### config.mk
export PLATFORM = sky130hd
export DESIGN_NAME = permutation_network_pipe
export DESIGN_NICKNAME = d
export VERILOG_FILES = /design/src/rtl/perm_pkg.sv /design/src/rtl/perm_arb_block.sv /design/src/rtl/permutation_network_pipe.sv
export SDC_FILE = /design/constraint.sdc
export NUM_CORES = 1
export LEC_CHECK = 0
export CORE_MARGIN = 2
export CORE_UTILIZATION = 45
export CTS_CLUSTER_SIZE = 14
export DETAILED_ROUTE_END_ITERATION = 12
export PLACE_DENSITY = 0.8
export SYNTH_ARGS = -nofsm -noshare
export SYNTH_HDL_FRONTEND = slang
export SYNTH_SLANG_ARGS = --single-unit
export TNS_END_PERCENT = 5
### constraint.sdc
create_clock -name clk -period 6.1 [get_ports clk]
set_input_delay 0.915 -clock clk [delete_from_list [all_inputs] [get_ports clk]]
set_output_delay 0.915 -clock clk [all_outputs]
set_load 0.03 [all_outputs]
### src/rtl/perm_pkg.sv
// perm_pkg: shared types, widths and steering helpers for the MinBD
// four-port permutation network. Flit field widths live here so that
// every block agrees on the flit_t layout.
package perm_pkg;

   localparam int FLIT_W    = 64;   // payload width, carried untouched
   localparam int AGE_W     = 8;    // larger age = older flit
   localparam int ID_W      = 4;    // source node id width
   localparam int NUM_PORTS = 4;

   // Router ports, also used as indices into per-port arrays.
   typedef enum logic [1:0] {
      PORT_N = 2'd0,
      PORT_E = 2'd1,
      PORT_S = 2'd2,
      PORT_W = 2'd3
   } port_e;

   // Steering rule applied by an arbitration block after picking a winner.
   typedef enum logic [1:0] {
      STEER = 2'd0,   // stage 1: out0 -> block X (ports 0/2), out1 -> block Y (ports 1/3)
      P02   = 2'd1,   // stage 2: out0 -> port 0, out1 -> port 2
      P13   = 2'd2    // stage 2: out0 -> port 1, out1 -> port 3
   } arb_mode_e;

   typedef struct packed {
      logic              vld;
      logic [3:0]        ppv;
      logic [AGE_W-1:0]  age;
      logic [ID_W-1:0]   src;
      logic [FLIT_W-1:0] payload;
   } flit_t;

   // True when the flit can only make progress through ports 1/3,
   // i.e. it should be sent towards the lower (Y) stage-2 block.
   function automatic logic ppv_prefers_lo(input logic [3:0] ppv);
      return (ppv[1] | ppv[3]) & ~ppv[0] & ~ppv[2];
   endfunction

   // True when the winner of a block should take that block's out1.
   function automatic logic winner_takes_out1(input arb_mode_e mode,
                                              input logic [3:0] ppv);
      logic r;
      r = 1'b0;
      case (mode)
         STEER:   r = ppv_prefers_lo(ppv);
         P02:     r = ppv[2] & ~ppv[0];
         P13:     r = ppv[3] & ~ppv[1];
         default: r = 1'b0;
      endcase
      return r;
   endfunction

endpackage

### src/rtl/perm_arb_block.sv
// perm_arb_block: 2x2 arbitration cell. Ranks its two inputs
// (golden > older > round-robin), then places the winner on out0 or out1
// according to MODE; the loser always takes the other output, so both
// input flits always leave the cell.
module perm_arb_block
   import perm_pkg::*;
#(
   parameter arb_mode_e MODE = STEER
) (
   input  logic            clk,
   input  logic            rst_n,
   input  logic [ID_W-1:0] golden_id_i,
   input  flit_t           up_i,
   input  flit_t           lo_i,
   output flit_t           out0_o,
   output flit_t           out1_o
);

   logic  rr_q, rr_d;
   logic  up_gold, lo_gold;
   logic  up_wins;
   logic  rr_used;
   logic  win_to_out1;
   flit_t winner, loser;

   // Winner selection and steering; rr only advances when it broke a tie.
   always_comb begin
      up_wins     = 1'b1;
      rr_used     = 1'b0;
      up_gold     = (up_i.src == golden_id_i);
      lo_gold     = (lo_i.src == golden_id_i);
      if (up_i.vld && lo_i.vld) begin
         if (up_gold != lo_gold) begin
            up_wins = up_gold;
         end else if (up_i.age != lo_i.age) begin
            up_wins = (up_i.age > lo_i.age);
         end else begin
            rr_used = 1'b1;
            up_wins = ~rr_q;
         end
      end else begin
         // A lone valid flit wins; with nothing valid the choice is moot.
         up_wins = up_i.vld | ~lo_i.vld;
      end
      winner      = up_wins ? up_i : lo_i;
      loser       = up_wins ? lo_i : up_i;
      win_to_out1 = winner_takes_out1(MODE, winner.ppv);
      out0_o      = win_to_out1 ? loser  : winner;
      out1_o      = win_to_out1 ? winner : loser;
      rr_d        = rr_q ^ rr_used;
   end

   // Round-robin tie-break bit.
   always_ff @(posedge clk or negedge rst_n) begin
      if (!rst_n) begin
         rr_q <= 1'b0;
      end else begin
         rr_q <= rr_d;
      end
   end

endmodule

### src/rtl/permutation_network_pipe.sv
// permutation_network_pipe: two-stage, four-port pipelined permutation
// network for the MinBD deflection router. Stage 1 (blocks A, B) pairs
// N/E and S/W and steers towards the correct stage-2 half; stage 2
// (blocks X, Y) assigns final ports. Every valid input flit leaves on
// exactly one output two edges after it is sampled; nothing is dropped.
// Optional feature macro: PERM_STATS_EN adds per-port deflection counters
// (stat_clr / stat_defl_cnt). Flit field widths are set in perm_pkg.
module permutation_network_pipe
   import perm_pkg::*;
#(
   parameter int NUM_NODES     = 16,
   parameter int GOLDEN_PERIOD = 256
) (
   input  logic                        clk,
   input  logic                        rst_n,
   input  logic [NUM_PORTS-1:0]        in_vld,
   input  logic [NUM_PORTS*FLIT_W-1:0] in_flit,
   input  logic [NUM_PORTS*4-1:0]      in_ppv,
   input  logic [NUM_PORTS*AGE_W-1:0]  in_age,
   input  logic [NUM_PORTS*ID_W-1:0]   in_src,
   output logic [NUM_PORTS-1:0]        out_vld,
   output logic [NUM_PORTS*FLIT_W-1:0] out_flit,
   output logic [NUM_PORTS*4-1:0]      out_ppv,
   output logic [NUM_PORTS-1:0]        out_defl,
   output logic [ID_W-1:0]             golden_id
`ifdef PERM_STATS_EN
   ,
   input  logic                        stat_clr,
   output logic [NUM_PORTS*16-1:0]     stat_defl_cnt
`endif
);

   localparam int EPOCH_W = (GOLDEN_PERIOD > 1) ? $clog2(GOLDEN_PERIOD) : 1;
   localparam logic [EPOCH_W-1:0] EPOCH_LAST  = EPOCH_W'(GOLDEN_PERIOD - 1);
   localparam logic [ID_W-1:0]    GOLDEN_LAST = ID_W'(NUM_NODES - 1);

   // Stage-1 register slots.
   localparam int S1_A_UP = 0;
   localparam int S1_A_LO = 1;
   localparam int S1_B_UP = 2;
   localparam int S1_B_LO = 3;

   genvar gi;

   // ---------------------------------------------------------------
   // Golden epoch
   // ---------------------------------------------------------------
   logic [EPOCH_W-1:0] epoch_q, epoch_d;
   logic [ID_W-1:0]    golden_q, golden_d;

   // Epoch counter wraps at GOLDEN_PERIOD-1 and advances golden_id on that edge.
   always_comb begin
      epoch_d  = epoch_q + EPOCH_W'(1);
      golden_d = golden_q;
      if (epoch_q == EPOCH_LAST) begin
         epoch_d  = '0;
         golden_d = (golden_q == GOLDEN_LAST) ? '0 : golden_q + ID_W'(1);
      end
   end

   // Golden epoch state.
   always_ff @(posedge clk or negedge rst_n) begin
      if (!rst_n) begin
         epoch_q  <= '0;
         golden_q <= '0;
      end else begin
         epoch_q  <= epoch_d;
         golden_q <= golden_d;
      end
   end

   assign golden_id = golden_q;

   // ---------------------------------------------------------------
   // Stage 1: blocks A (N,E) and B (S,W)
   // ---------------------------------------------------------------
   flit_t in_f [NUM_PORTS];
   flit_t s1_d [NUM_PORTS];
   flit_t s1_q [NUM_PORTS];

   for (gi = 0; gi < NUM_PORTS; gi++) begin : g_in
      assign in_f[gi] = {in_vld[gi],
                         in_ppv[gi*4 +: 4],
                         in_age[gi*AGE_W +: AGE_W],
                         in_src[gi*ID_W +: ID_W],
                         in_flit[gi*FLIT_W +: FLIT_W]};
   end

   perm_arb_block #(.MODE(STEER)) u_blk_a (
      .clk         (clk),
      .rst_n       (rst_n),
      .golden_id_i (golden_q),
      .up_i        (in_f[PORT_N]),
      .lo_i        (in_f[PORT_E]),
      .out0_o      (s1_d[S1_A_UP]),
      .out1_o      (s1_d[S1_A_LO])
   );

   perm_arb_block #(.MODE(STEER)) u_blk_b (
      .clk         (clk),
      .rst_n       (rst_n),
      .golden_id_i (golden_q),
      .up_i        (in_f[PORT_S]),
      .lo_i        (in_f[PORT_W]),
      .out0_o      (s1_d[S1_B_UP]),
      .out1_o      (s1_d[S1_B_LO])
   );

   // Stage-1 pipe register; reset empties the pipe.
   always_ff @(posedge clk or negedge rst_n) begin
      if (!rst_n) begin
         for (int i = 0; i < NUM_PORTS; i++) begin
            s1_q[i] <= '0;
         end
      end else begin
         for (int i = 0; i < NUM_PORTS; i++) begin
            s1_q[i] <= s1_d[i];
         end
      end
   end

   // ---------------------------------------------------------------
   // Stage 2: block X (ports 0/2) and Y (ports 1/3)
   // ---------------------------------------------------------------
   flit_t s2_d [NUM_PORTS];

   perm_arb_block #(.MODE(P02)) u_blk_x (
      .clk         (clk),
      .rst_n       (rst_n),
      .golden_id_i (golden_q),
      .up_i        (s1_q[S1_A_UP]),
      .lo_i        (s1_q[S1_B_UP]),
      .out0_o      (s2_d[PORT_N]),
      .out1_o      (s2_d[PORT_S])
   );

   perm_arb_block #(.MODE(P13)) u_blk_y (
      .clk         (clk),
      .rst_n       (rst_n),
      .golden_id_i (golden_q),
      .up_i        (s1_q[S1_A_LO]),
      .lo_i        (s1_q[S1_B_LO]),
      .out0_o      (s2_d[PORT_E]),
      .out1_o      (s2_d[PORT_W])
   );

   logic [NUM_PORTS-1:0]        out_vld_d,  out_vld_q;
   logic [NUM_PORTS*4-1:0]      out_ppv_d,  out_ppv_q;
   logic [NUM_PORTS*FLIT_W-1:0] out_flit_d, out_flit_q;
   logic [NUM_PORTS-1:0]        out_defl_d, out_defl_q;
   logic [NUM_PORTS-1:0]        unused_s2_fields;

   // A flit is deflected when it lands on a port its ppv does not mark productive.
   for (gi = 0; gi < NUM_PORTS; gi++) begin : g_out
      assign out_vld_d[gi]                   = s2_d[gi].vld;
      assign out_ppv_d[gi*4 +: 4]            = s2_d[gi].ppv;
      assign out_flit_d[gi*FLIT_W +: FLIT_W] = s2_d[gi].payload;
      assign out_defl_d[gi]                  = s2_d[gi].vld & ~s2_d[gi].ppv[gi];
      // Age and source are consumed by arbitration only; they do not leave the network.
      assign unused_s2_fields[gi]            = ^{s2_d[gi].age, s2_d[gi].src};
   end

   // Stage-2 (output link) register.
   always_ff @(posedge clk or negedge rst_n) begin
      if (!rst_n) begin
         out_vld_q  <= '0;
         out_ppv_q  <= '0;
         out_flit_q <= '0;
         out_defl_q <= '0;
      end else begin
         out_vld_q  <= out_vld_d;
         out_ppv_q  <= out_ppv_d;
         out_flit_q <= out_flit_d;
         out_defl_q <= out_defl_d;
      end
   end

   assign out_vld  = out_vld_q;
   assign out_ppv  = out_ppv_q;
   assign out_flit = out_flit_q;
   assign out_defl = out_defl_q;

`ifdef PERM_STATS_EN
   // ---------------------------------------------------------------
   // Per-port saturating deflection counters
   // ---------------------------------------------------------------
   for (gi = 0; gi < NUM_PORTS; gi++) begin : g_stat
      logic [15:0] cnt_q, cnt_d;

      // Clear beats a same-cycle increment; the count sticks at all-ones.
      always_comb begin
         cnt_d = cnt_q;
         if (stat_clr) begin
            cnt_d = '0;
         end else if (out_defl_d[gi] && (cnt_q != 16'hFFFF)) begin
            cnt_d = cnt_q + 16'd1;
         end
      end

      // Counter state.
      always_ff @(posedge clk or negedge rst_n) begin
         if (!rst_n) begin
            cnt_q <= '0;
         end else begin
            cnt_q <= cnt_d;
         end
      end

      assign stat_defl_cnt[gi*16 +: 16] = cnt_q;
   end
`endif

endmodule

==> results of run 1 <==
## through the flow
| stage | utilization [%] | worst slack (ps) |
|---|---|---|
| after detailed placement | 58.4 | 1530 |
| final | 62.6 | 2100 |
| after global placement | 58.4 | 1670 |
| after CTS | 62.6 | 2050 |
| after global routing | 62.6 | 1840 |
| after floorplan | - | 2800 |
## kinds of logic after synthesis
kind of cell	Yosys count	synth area share, %
mux	559	25.5
xor+xnor	45	1.60
simple gates	139	2.71
fa+ha+maj	34	1.73
compound gates	132	3.49
buf+inv	113	2.04
flops	620	62.9
## Yosys cell counts, drive strengths merged (6+ instances only)
library cell and instances:
o21a 9, dfrtp 620, a31oi 7, nand2 42, nand4 15, ha 34
nor2 36, xor2 26, xnor2 19, a21oi 33, nand3 17, mux2 554
o21ai 47, o22a 6, clkbuf 18, nor3 7, inv 45, buf 50
## path summary, 6_finish.rpt
check / start / endpoint / cells past startpoint
worst max-delay path: in_src[9] / s1_q[92] / 8
worst min-delay path: rst_n / s1_q[315] / 1
worst max register to register: golden_id[3] / out_flit[171] / 7
worst min register to register: s1_q[96] / out_flit[15] / 1
max in group asynchronous: rst_n / out_flit[73] / 2
min in group clk: s1_q[96] / out_flit[15] / 1
## routing by layer
metal	up-vias	part of all wire (%)
met5	-	0.088
met4	10	3.5
met3	143	7.3
met2	507	51
met1	8079	38
li1	7041	-
## placed cells by master (no fill, tap or decap), types with 19 or more instances in the layout
master,count
mux2_1,80
nor2_1,36
clkbuf_16,70
dfrtp_1,620
xnor2_1,19
mux2_2,474
inv_1,45
clkdlybuf4s50_1,608
o21ai_0,44
ha_1,34
nand2_1,42
a21oi_1,33
xor2_1,26
## state kept, by name, indices dropped and copies added (netlist names)
signal,flops
epoch_q,8
out_defl,4
out_ppv,16
out_vld,4
u_blk_x.rr_q,1
out_flit,256
golden_id,4
u_blk_y.rr_q,1
u_blk_b.rr_q,1
u_blk_a.rr_q,1
s1_q,324
## layout make-up
| class | instances | area share (%) |
|---|---|---|
| Clock buffer | 91 | 5.77 |
| Sequential cell | 620 | 45.9 |
| Multi-Input combinational cell | 909 | 25.7 |
| Clock inverter | 29 | 0.925 |
| Tap cell | 696 | 2.57 |
| Antenna cell | 9 | 0.0666 |
| Timing Repair Buffer | 623 | 18.6 |
| Inverter | 45 | 0.499 |
## power groups by stage
stage	registers, mW	logic, mW	clock network [mW]
after floorplan	5.86	1.07	0
after global placement	5.05	3.39	0
after detailed placement	5.08	3.45	0
after CTS	5.01	3.48	4.18
after global routing	5.07	3.61	4.37
final	5.01	3.44	4.10
==> run metrics, run 1 <==
grt total ovfl 0; Reg2Reg Setup Slack 2100 ps; CP max stage cell buf_4; Cell Pwr Density 371 nW/um^2; GPL Wtd Cong 0.864; Placed Instances 2893; WL final 66.9 mm; initial antenna violation count 15; Placed Area 31500 um^2; Via Count 15800; worst-margin pin slew 1040 ps; internal power 8.75 mW; hold_buf cts 0; Syn Area/Cell 15.0 um^2; first-pass GRT wire length 100 mm; die area 56700 um^2; Multi-input gate area 8690 um^2; NetSw 3.80 mW; Post-CTS Resized 0; Tot GR Track Use 23.4%; Crit Path Max Fanout 68; Reg power frac 39.9%; RSZ-0062 raised after global routing no; CTS Sinks 620; Combinational Power Share 27.4%; met3 GRT Util 7.01%; Fin Setup TNS 0 ps; family with the most delay on the worst path buffers and inverters; Mapped Area 24700 um^2; buffers plus inverters on the worst setup path 2; vias in the first global route 16700; Pwr Total 12.6 mW; required time of the critical path 6560 ps; Post-synth EDFFs 0; drt pass-1 iters 5; CP peak stage delay 720 ps; post-DR vias/cell 5.22; clk slew on worst S/H paths 60 ps; sw frac 30.3%; Most used DFF post-synth dfrtp_1; dpl hpwl 47.4 mm; Slew headroom 31.0%; Yosys reg bits 620; Max Cap Violations 0; Top Usage Layer GRT met2; GR Layer Usage met1 26.8%; post-synthesis net count 2002; area delta synth->final 37.2%; Mapped Cells 1642; Yosys warnings 0; layout cells sized above 1 26.4%; critical path class input pin to flop; clock skew 42.9 ps; number of fill cells 3966; final instance area 33800 um^2; final antenna-violating net count 0; Clock Latency Late Sink 610 ps; Post CTS Setup Buffer Count 0; FF/Latch Area 15500 um^2; largest net degree at the start of global routing 189; CP arrival 4460 ps; final setup violation count 0; H-tree levels 3; I/O Pins 610; Max Clock Freq 250 MHz; met2 Usage GRT 40.5%; Hold WC Path Type input pin to async pin; Period minus WS final 4000 ps; NumNets Final 2626; Startpoint Class input pin; Worst Setup End Kind flop; leakage 14.2 nW; Slew Viols, Final 0; Layout Cells excl Fill 3022; sequential element share of the synthesized area 62.9%; crit path cell chain clkdlybuf4s50_1 -> xor2_1 -> nor4_2 -> o2bb2ai_1 -> o311ai_4 -> mux2i_4 -> buf_4 -> mux2_2; CTS tree done; clk root buf clkbuf_16; Initial Util 45.6%; Worst IR Drop VDD 332 uV; die width 238 um; core area 54000 um^2; status completed; Area contributors post-synth dfrtp_1 (63%), mux2_2 (22%), mux2_1 (3.7%); DR DRC count 0; final cycle utilization of the critical path 65.6%; Die Y 238 um; DRT iter0 DRCs 823; Synth async-reset ratio 100%; Rows 85; CTS Buf Count 67; Unique masters post-synth 50; worst hold slack 342 ps; top cell type's share of synthesized area 62.9%; PortBufs 609; power share of the clock group 32.6%; Clock Path Buffers 3; area leader, netlist dfrtp_1; per-cell routed wire length 22.1 um; Final Hold Fails 0
Power figures use the tool's default switching activity.
==> run 2, diff against run 1 <==
--- a/config.mk
+++ b/config.mk
@@ -9,7 +9,7 @@
 export CORE_UTILIZATION = 45
 export CTS_CLUSTER_SIZE = 14
 export DETAILED_ROUTE_END_ITERATION = 12
-export PLACE_DENSITY = 0.8
+export PLACE_DENSITY = 0.83
 export SYNTH_ARGS = -nofsm -noshare
 export SYNTH_HDL_FRONTEND = slang
 export SYNTH_SLANG_ARGS = --single-unit
==> constraint.sdc (replaced) <==
create_clock -name clk -period 3.6 [get_ports clk]
set_input_delay 0.54 -clock clk [delete_from_list [all_inputs] [get_ports clk]]
set_output_delay 0.54 -clock clk [all_outputs]
set_load 0.03 [all_outputs]
==> run 2 against run 1 <==
Compared with the run above: die area stayed put; clock-buffer cell count up 7; non-clock buffer count grew 46; clock skew fell by 16 ps; final cell count up 1.6%; worst hold slack lost 310 ps; setup slack got worse by 1800 ps; sequential power grew 70%; power grew 70%; register-to-register slack got worse by 1800 ps; global-route usage grew 0.54 points.
==> run metrics, run 2 (synthesized netlist as in run 1, its figures left out) <==
status completed (unchanged); clock skew 26.5 ps (was 42.9 ps); area delta synth->final 39.2% (was 37.2%); clk root buf clkbuf_16 (unchanged); initial antenna violation count 17 (was 15); CP max stage cell dfrtp_1 (was buf_4); Clock Latency Late Sink 600 ps (was 610 ps); NumNets Final 2672 (was 2626); Final Hold Fails 0 (unchanged); critical path class flop to flop (was input pin to flop); Startpoint Class flop (was input pin); die width 238 um (unchanged); Post-CTS Resized 0 (unchanged); I/O Pins 610 (unchanged); RSZ-0062 raised after global routing no (unchanged); Reg2Reg Setup Slack 300 ps (was 2100 ps); Max Clock Freq 303 MHz; first-pass GRT wire length 103 mm (was 100 mm); GPL Wtd Cong 0.880 (was 0.864); dpl hpwl 49.4 mm (was 47.4 mm); DRT iter0 DRCs 789 (was 823); Max Cap Violations 0 (unchanged); Placed Instances 2939 (was 2893); Crit Reg-Reg Startpoint golden_id[1] (was golden_id[3]); drt pass-1 iters 5 (unchanged); hold_buf cts 0 (unchanged); CTS Buf Count 67 (unchanged); Worst IR Drop VDD 377 uV (was 332 uV); Clock Path Buffers 3 (unchanged); post-DR vias/cell 5.26 (was 5.22); DR DRC count 0 (unchanged); Cell Pwr Density 621 nW/um^2 (was 371 nW/um^2); CTS Sinks 620 (unchanged); H-tree levels 3 (unchanged); FF-to-FF path depth 10 (was 7); vias in the first global route 17600 (was 16700); die area 56700 um^2 (unchanged); leakage 14.5 nW (was 14.2 nW); grt total ovfl 0 (unchanged); Slew Viols, Final 0 (unchanged); worst hold slack 30.1 ps (was 342 ps); CP peak stage delay 530 ps (was 720 ps); reg2reg end s1_q[102] (was out_flit[171]); Period minus WS final 3300 ps; CTS tree done (unchanged); Fin Setup TNS 0 ps (unchanged); required time of the critical path 4050 ps (was 6560 ps); core area 54000 um^2 (unchanged); Slew headroom 37.1% (was 31.0%); final cycle utilization of the critical path 91.7%; most common cell after layout, fill and taps aside dfrtp_1 (unchanged); largest reg by FF count s1_q (unchanged); worst-margin pin slew 943 ps (was 1040 ps); Via Count 16200 (was 15800); CP arrival 3750 ps (was 4460 ps); Hold WC Path Type input pin to async pin (unchanged); Initial Util 45.6% (unchanged); Die Y 238 um (unchanged); clk slew on worst S/H paths 60 ps (about the same); Rows 85 (unchanged); final antenna-violating net count 0 (unchanged); per-cell routed wire length 22.2 um (was 22.1 um); final setup violation count 0 (unchanged); largest net degree at the start of global routing 106 (was 189); Post CTS Setup Buffer Count 0 (unchanged); Tot GR Track Use 23.9% (was 23.4%); layout cells sized above 1 27.5% (was 26.4%); most frequent cells in the layout dfrtp_1 (620), clkdlybuf4s50_1 (608), mux2_2 (474) (unchanged); PortBufs 609 (unchanged); Crit Path Max Fanout 31 (was 68); crit path cell chain buf_4 -> xor2_1 -> nor4_2 -> buf_4 -> o2bb2ai_1 -> o311ai_4 -> mux2i_4 -> buf_12 -> buf_12 -> mux2_2 (was clkdlybuf4s50_1 -> xor2_1 -> nor4_2 -> o2bb2ai_1 -> o311ai_4 -> mux2i_4 -> buf_4 -> mux2_2); Layout Cells excl Fill 3070 (was 3022); Worst Setup End Kind flop (unchanged); WL final 68.0 mm (was 66.9 mm); Largest register FFs 324 (unchanged)
-- run 2: metal layers --
layer,part of all wire (%),global-route usage (%)
met4,3.6,9.28
met2,52,42.4
met3,6.0,6.02
met1,38,27.9
met5,0.074,0
-- run 2: how the worst max path moves through the flow --
stage                               end  depth (start not counted)          from  slack, ps
after global routing       out_flit[79]                          9     s1_q[230]        140
after global placement         s1_q[46]                         10     in_src[9]        100
after floorplan               s1_q[100]                          9  golden_id[0]        420
after detailed placement      s1_q[115]                         10     in_src[9]         40
after CTS                 out_flit[148]                          8  golden_id[0]        290
final                         s1_q[102]                         10  golden_id[1]        300
-- run 2: through the flow --
step | area [um^2] | utilization [%] | setup WS, ps | power [mW]
floorplan | 24700 | - | 421 | 11.7
global placement | 32100 | 59.4 | 103 | 14.5
detailed placement | 32100 | 59.4 | 43.0 | 14.6
CTS | 34300 | 63.5 | 295 | 21.5
global route | 34300 | 63.5 | 141 | 22.1
finish | 34300 | 63.5 | 300 | 21.3
-- run 2: worst max-delay path, delay by kind of cell (launching register included) --
kind,cells,cell delay (ps)
AO/OA/AOI/OAI,2,450
XOR/XNOR,1,170
buffers and inverters,4,850
flip-flops,1,530
multiplexers,2,760
AND/OR/NAND/NOR,1,370
-- run 2: where the power goes --
group,switching [mW],internal [mW],total [mW],leakage [nW]
clock,2.75,4.06,6.81,1.09
combinational,3.19,2.79,5.99,6.16
sequential,0.475,8.05,8.53,7.26
-- run 2: layout make-up --
class / count / area (um^2)
clock inverter: 20 / 220
sequential: 620 / 15500
multi-input combinational: 909 / 8690
antenna: 13 / 32.5
tap: 696 / 871
clock buffer: 98 / 1990
fill: 3776 / 19700
inverter: 45 / 169
timing repair buffer: 669 / 6850
==> run 3, diff against run 2 <==
--- a/config.mk
+++ b/config.mk
@@ -5,6 +5,7 @@
 export SDC_FILE = /design/constraint.sdc
 export NUM_CORES = 1
 export LEC_CHECK = 0
+export CAP_MARGIN = 30
 export CORE_MARGIN = 2
 export CORE_UTILIZATION = 45
 export CTS_CLUSTER_SIZE = 14
==> results of run 3 <==
No change in the layout: final DEF, timing and power equal those of run 2.
